### src/rtl/stopwatch_pkg.sv
// Shared types and constants for the stopwatch/countdown core: FSM states,
// seconds limit, count-direction encodings and a shift-based mm:ss -> seconds helper.
package stopwatch_pkg;

  typedef enum logic [1:0] {
    ST_IDLE  = 2'd0,
    ST_RUN   = 2'd1,
    ST_PAUSE = 2'd2,
    ST_DONE  = 2'd3
  } state_t;

  localparam int   SEC_MAX   = 59;
  localparam logic MODE_UP   = 1'b0;
  localparam logic MODE_DOWN = 1'b1;

  // m*60 + s built from shifts so a preset never needs a multiplier
  function automatic int unsigned mmss_to_total(input int unsigned m, input int unsigned s);
    return (m << 6) - (m << 2) + s;
  endfunction

endpackage

### src/rtl/stopwatch_timer_sec_prescaler.sv
// Divides clk down to a one-cycle second tick; counts only while enabled and
// holds its phase otherwise, so a paused second resumes where it left off.
module sec_prescaler #(
  parameter int TICK_DIV = 100_000_000
) (
  input  logic clk,
  input  logic rst_n,
  input  logic en,
  input  logic zero,
  output logic tick
);

  localparam int CW = (TICK_DIV > 2) ? $clog2(TICK_DIV) : 1;
  localparam logic [CW-1:0] LAST = CW'(TICK_DIV - 1);

  logic [CW-1:0] r_cnt;
  logic          w_wrap;

  assign w_wrap = (r_cnt == LAST);
  assign tick   = en && !zero && w_wrap;

  always_ff @(posedge clk or negedge rst_n) begin
    if (!rst_n) begin
      r_cnt <= '0;
    end else if (zero) begin
      r_cnt <= '0;
    end else if (en) begin
      r_cnt <= w_wrap ? '0 : r_cnt + 1'b1;
    end
  end

endmodule

### src/rtl/stopwatch_timer.sv
// Stopwatch/countdown core: run/pause FSM, min:sec and total-seconds counters,
// expiry detection. Lap capture is built only when STOPWATCH_LAP_EN is defined.
module stopwatch_timer
  import stopwatch_pkg::*;
#(
  parameter int TICK_DIV = 100_000_000,
  parameter int MAX_MIN  = 99,
  parameter int MIN_W    = 7,
  parameter int TOT_W    = 13
) (
  input  logic             clk,
  input  logic             rst_n,
  input  logic             start_stop,
  input  logic             clear,
  input  logic             mode,
  input  logic             load,
  input  logic [MIN_W-1:0] load_min,
  input  logic [5:0]       load_sec,
  input  logic             lap,
  output logic [MIN_W-1:0] min,
  output logic [5:0]       sec,
  output logic [TOT_W-1:0] totalsec,
  output logic             running,
  output logic             expired,
  output logic [MIN_W-1:0] lap_min,
  output logic [5:0]       lap_sec,
  output logic             lap_valid,
  output state_t           o_state
);

  localparam logic [MIN_W-1:0] MAX_MIN_V = MIN_W'(MAX_MIN);
  localparam logic [5:0]       SEC_MAX_V = 6'(SEC_MAX);

  state_t           r_state;
  state_t           w_state_nxt;
  logic             r_mode;
  logic [MIN_W-1:0] r_min;
  logic [5:0]       r_sec;
  logic [TOT_W-1:0] r_tot;
  logic             r_running;
  logic             r_expired;

  logic             w_load_acc;
  logic             w_zero;
  logic             w_tick;
  logic             w_in_run;
  logic             w_at_zero;
  logic             w_at_one;
  logic             w_at_max;
  logic             w_term;
  logic             w_hold;
  logic             w_running_nxt;
  logic [MIN_W-1:0] w_ld_min;
  logic [5:0]       w_ld_sec;
  logic [TOT_W-1:0] w_ld_tot;

  // Preset path: clamp both fields before they reach the counters
  assign w_ld_min = (load_min > MAX_MIN_V) ? MAX_MIN_V : load_min;
  assign w_ld_sec = (load_sec > SEC_MAX_V) ? SEC_MAX_V : load_sec;
  assign w_ld_tot = TOT_W'(mmss_to_total(32'(w_ld_min), 32'(w_ld_sec)));

  assign w_in_run   = (r_state == ST_RUN);
  assign w_load_acc = load && !w_in_run;
  assign w_zero     = clear || w_load_acc;

  sec_prescaler #(
    .TICK_DIV (TICK_DIV)
  ) u_prescaler (
    .clk   (clk),
    .rst_n (rst_n),
    .en    (w_in_run),
    .zero  (w_zero),
    .tick  (w_tick)
  );

  assign w_at_zero = (r_min == '0) && (r_sec == '0);
  assign w_at_one  = (r_min == '0) && (r_sec == 6'd1);
  assign w_at_max  = (r_min == MAX_MIN_V) && (r_sec == SEC_MAX_V);

  // A down count sitting at 0:00 expires without waiting for a tick
  assign w_term = w_in_run &&
                  (((r_mode == MODE_DOWN) && w_at_zero) ||
                   (w_tick && (r_mode == MODE_UP)   && w_at_max) ||
                   (w_tick && (r_mode == MODE_DOWN) && w_at_one));

  assign w_hold = ((r_mode == MODE_UP) && w_at_max) || ((r_mode == MODE_DOWN) && w_at_zero);

  // FSM: state register
  always_ff @(posedge clk or negedge rst_n) begin
    if (!rst_n) begin
      r_state <= ST_IDLE;
    end else begin
      r_state <= w_state_nxt;
    end
  end

  // FSM: next-state logic
  always_comb begin
    w_state_nxt = r_state;
    if (clear) begin
      w_state_nxt = ST_IDLE;
    end else if (w_load_acc) begin
      w_state_nxt = ST_PAUSE;
    end else begin
      unique case (r_state)
        ST_IDLE:  if (start_stop) w_state_nxt = ST_RUN;
        ST_RUN: begin
          if (w_term)          w_state_nxt = ST_DONE;
          else if (start_stop) w_state_nxt = ST_PAUSE;
        end
        ST_PAUSE: if (start_stop) w_state_nxt = ST_RUN;
        ST_DONE:  w_state_nxt = ST_DONE;
        default:  w_state_nxt = ST_IDLE;
      endcase
    end
  end

  // FSM: output decode, registered below so running tracks the state it names
  always_comb begin
    w_running_nxt = (w_state_nxt == ST_RUN);
  end

  always_ff @(posedge clk or negedge rst_n) begin
    if (!rst_n) begin
      r_running <= 1'b0;
    end else begin
      r_running <= w_running_nxt;
    end
  end

  // Direction is frozen for the whole of a run
  always_ff @(posedge clk or negedge rst_n) begin
    if (!rst_n) begin
      r_mode <= MODE_UP;
    end else if (!w_in_run) begin
      r_mode <= mode;
    end
  end

  always_ff @(posedge clk or negedge rst_n) begin
    if (!rst_n) begin
      r_min <= '0;
      r_sec <= '0;
      r_tot <= '0;
    end else if (clear) begin
      r_min <= '0;
      r_sec <= '0;
      r_tot <= '0;
    end else if (w_load_acc) begin
      r_min <= w_ld_min;
      r_sec <= w_ld_sec;
      r_tot <= w_ld_tot;
    end else if (w_tick && !w_hold) begin
      if (r_mode == MODE_UP) begin
        if (r_sec == SEC_MAX_V) begin
          r_sec <= '0;
          r_min <= r_min + 1'b1;
        end else begin
          r_sec <= r_sec + 1'b1;
        end
        r_tot <= r_tot + 1'b1;
      end else begin
        if (r_sec == '0) begin
          r_sec <= SEC_MAX_V;
          r_min <= r_min - 1'b1;
        end else begin
          r_sec <= r_sec - 1'b1;
        end
        r_tot <= r_tot - 1'b1;
      end
    end
  end

  always_ff @(posedge clk or negedge rst_n) begin
    if (!rst_n) begin
      r_expired <= 1'b0;
    end else if (w_zero) begin
      r_expired <= 1'b0;
    end else if (w_term) begin
      r_expired <= 1'b1;
    end
  end

  assign min      = r_min;
  assign sec      = r_sec;
  assign totalsec = r_tot;
  assign running  = r_running;
  assign expired  = r_expired;
  assign o_state  = r_state;

`ifdef STOPWATCH_LAP_EN
  logic             w_lap_take;
  logic [MIN_W-1:0] r_lap_min;
  logic [5:0]       r_lap_sec;
  logic             r_lap_valid;

  // Captures the registered (pre-tick) count when a lap lands on a tick
  assign w_lap_take = lap && !clear && !w_load_acc && !start_stop &&
                      ((r_state == ST_RUN) || (r_state == ST_PAUSE));

  always_ff @(posedge clk or negedge rst_n) begin
    if (!rst_n) begin
      r_lap_min   <= '0;
      r_lap_sec   <= '0;
      r_lap_valid <= 1'b0;
    end else if (clear) begin
      r_lap_min   <= '0;
      r_lap_sec   <= '0;
      r_lap_valid <= 1'b0;
    end else if (w_lap_take) begin
      r_lap_min   <= r_min;
      r_lap_sec   <= r_sec;
      r_lap_valid <= 1'b1;
    end
  end

  assign lap_min   = r_lap_min;
  assign lap_sec   = r_lap_sec;
  assign lap_valid = r_lap_valid;
`else
  logic w_lap_unused;
  assign w_lap_unused = lap;
  assign lap_min      = '0;
  assign lap_sec      = '0;
  assign lap_valid    = 1'b0;
`endif

endmodule

### config.mk
export PLATFORM = sky130hd
export DESIGN_NAME = stopwatch_timer
export DESIGN_NICKNAME = d
export VERILOG_FILES = /design/src/rtl/stopwatch_pkg.sv /design/src/rtl/stopwatch_timer_sec_prescaler.sv /design/src/rtl/stopwatch_timer.sv
export SDC_FILE = /design/constraint.sdc
export NUM_CORES = 1
export LEC_CHECK = 0
export CELL_PAD_IN_SITES_DETAIL_PLACEMENT = 2
export CELL_PAD_IN_SITES_GLOBAL_PLACEMENT = 2
export CORE_UTILIZATION = 34
export CTS_BUF_LIST = sky130_fd_sc_hd__clkbuf_8
export DETAILED_ROUTE_END_ITERATION = 8
export PLACE_DENSITY = 0.9
export SYNTH_ARGS = -nofsm -noshare
export SYNTH_HDL_FRONTEND = slang
export SYNTH_SLANG_ARGS = --single-unit
### constraint.sdc
create_clock -name clk -period 4.1 [get_ports clk]
set_input_delay 0.82 -clock clk [delete_from_list [all_inputs] [get_ports clk]]
set_output_delay 0.82 -clock clk [all_outputs]
set_load 0.01 [all_outputs]
==> flow_metrics.tcl <==
set metrics [dict create \
    via_count 4641 \
    syn_inst 570 \
    grt_max_degree 39 \
    port_buffers 48 \
    grt_pass1_wl_mm 27.6 \
    ctsHoldBuffers 0 \
    yosysWarnings 0 \
    cts_root_buffer "clkbuf_8" \
    worst-path-stages 13 \
    drc_errors 0 \
    clk_latency_ns 0.37 \
    cap_violations 0 \
    final_cell_mix "nand2_1, dfrtp_1, nor2_1" \
    finalHoldViolations 0 \
    slew_headroom_pct 31.1 \
    async_flop_share_pct 100 \
    powerDensity_nw_per_um2 378 \
    cp_top_family "compound AO/OA/AOI/OAI gates" \
    syn2layout_area_growth_pct 17.1 \
    layout_commonest_cell "nand2_1" \
    antenna_found_initial 0 \
    irDropWorstVdd_mv 0.348 \
    clk_pin_slew_ns 0.07 \
    synthesis.area_um2 4700 \
    crit_buf_inv 2 \
    drive_gt1_share_pct 8.75 \
    nFillCells 1533 \
    hpwl_mm 12.1 \
    start_util_pct 35.2 \
    drt_pass1_iterations 6 \
    post-route-period-util_pct 94.9 \
    fmax_mhz 257 \
    critPathLaunch "load_min[4]" \
    setup.worst_path.start_class "input port" \
    ys_seq_area_share_pct 30.9 \
    end_kind "register" \
    track_usage_pct 24.8 \
    reg2regPathDepth 10 \
    cts_buffers 9 \
    ys_ff_latch 58 \
    critPathSlowestCell "clkdlybuf4s50_1" \
    chipHeight_um 120 \
    diodes 0 \
    crit_chain "clkdlybuf4s50_1 -> o311a_4 -> or2_2 -> inv_1 -> ha_1 -> a21oi_1 -> o41ai_4 -> a21o_4 -> a21oi_4 -> and2_4 -> mux2i_1 -> a41oi_1 -> a211o_1" \
    coreArea_um2 13300 \
    synth_edf_count 0 \
    drv_slew 0 \
    synthFlopType "dfrtp_1" \
    arrival_ns 4.14 \
    detail-route-antenna-nets 0 \
    grt.overflow.total 0 \
    fin_crit_ns 3.89 \
    grt_setup_unrepaired "false" \
    worst_path_largest_cell_delay_ns 0.44 \
    cp_max_fo 6 \
    nets 661 \
    clkSinkCount 58 \
    total_power_mw 2.08 \
    io_pins 64 \
    dieArea_um2 14300 \
    timing.rr.start "r_mode$_DFFE_PN0N_" \
    postSynthAreaPerCell_um2 8.25 \
    r2r_end "totalsec[12]$_DFFE_PN0P_" \
    via_per_inst 5.85 \
    setup_viol 0 \
    worstSetupPathType "input port to register" \
    hold_path_class "register to register" \
    rows 42 \
    place_congestion 0.838 \
    fin_worst_skew_ns 0.0190 \
    setup-tns-final_ns 0 \
    worst_pin_slew_ns 1.03 \
    drtIter0Drc 204 \
    clock_path_buffers 2 \
    ys_types 71 \
    status "finished, final reports clean" \
    grt_pass1_vias 5166 \
    die_w_um 120 \
    crit_end "totalsec[10]$_DFFE_PN0P_" \
    r2r_slack_ns 0.54 \
    post_cts_resized 0 \
    wl_per_cell_um 21.6 \
    cts_tree "yes" \
    cts_setup_buffers 0 \
    crit_required_ns 4.35 \
    p_leak_nw 2.35 \
    wl_mm 17.1 \
    h-tree-depth 3 \
]
## kinds of logic after synthesis
family | share of synthesized area [%]
xor gates and xnor gates | 4.84
other | 0.0797
AOI/OAI and AO/OA | 24.4
adders and majority gates | 8.03
muxes | 0.638
buffers and inverters | 6.97
DFF | 30.9
and+or+nand+nor | 24.2
## registers in the layout, indices dropped and copies added, names as in the netlist
register	count
min	7
expired	1
sec	6
u_prescaler.r_cnt	27
o_state	2
r_mode	1
totalsec	13
running	1
## power by group
part	internal, mW	leakage [nW]	total [mW]	switching (mW)
Clock	0.354	0.113	0.624	0.269
Sequential	0.618	0.781	0.700	0.0825
Combinational	0.331	1.45	0.757	0.426
## how the worst min path moves through the flow
stage / start / to / slack, ns / depth (start not counted)
after floorplan: u_prescaler.r_cnt[4]$_DFFE_PN0P_ / u_prescaler.r_cnt[4]$_DFFE_PN0P_ / 0.46 / 1
after global placement: u_prescaler.r_cnt[4]$_DFFE_PN0P_ / u_prescaler.r_cnt[4]$_DFFE_PN0P_ / 0.49 / 1
after detailed placement: u_prescaler.r_cnt[4]$_DFFE_PN0P_ / u_prescaler.r_cnt[4]$_DFFE_PN0P_ / 0.50 / 1
after CTS: u_prescaler.r_cnt[4]$_DFFE_PN0P_ / u_prescaler.r_cnt[4]$_DFFE_PN0P_ / 0.51 / 1
after global routing: u_prescaler.r_cnt[4]$_DFFE_PN0P_ / u_prescaler.r_cnt[4]$_DFFE_PN0P_ / 0.53 / 1
final: u_prescaler.r_cnt[4]$_DFFE_PN0P_ / u_prescaler.r_cnt[4]$_DFFE_PN0P_ / 0.50 / 1
## through the flow
stage	cell area, µm²	cells	worst slack (ns)	hold slack [ns]	utilization [%]
2_1_floorplan	4750	583	0.637	0.460	-
3_3_place_gp	5290	777	0.129	0.488	39.6
3_5_place_dp	5290	777	-0.0388	0.496	39.6
4_1_cts	5510	793	0.267	0.508	41.3
5_1_grt	5510	793	0.194	0.530	41.3
6_report	5510	793	0.211	0.503	41.3
## per-layer routing
layer	vias to the layer above	GRT usage (%)	share of wire [%]
li1	2108	-	-
met1	2377	28.0	41
met2	111	44.9	52
met3	45	4.66	3.3
met4	0	11.5	3.6
met5	-	0	0
## synth_stat cells (all sizes together), types with 13 or more instances
| library cell | number | area [µm²] |
|---|---|---|
| nor2 | 56 | 210 |
| o31ai | 17 | 143 |
| a31oi | 13 | 81.3 |
| ha | 27 | 338 |
| dfrtp | 58 | 1450 |
| inv | 18 | 67.6 |
| clkbuf | 17 | 63.8 |
| a21oi | 30 | 165 |
| buf | 26 | 196 |
| nand2 | 71 | 267 |
| o21ai | 52 | 260 |
| nand3 | 23 | 128 |
| xnor2 | 15 | 131 |
## area by class of cell
cell class	count	area (µm²)	area share [%]
multi-input cells	464	2980	54.1
flip-flops and latches	58	1450	26.3
repair buffers	61	573	10.4
well taps	176	220	4.00
clock buffers	10	138	2.50
clock inverters	6	81.3	1.48
inverters	18	67.6	1.23
No activity file was read; power rests on OpenSTA's default activity.
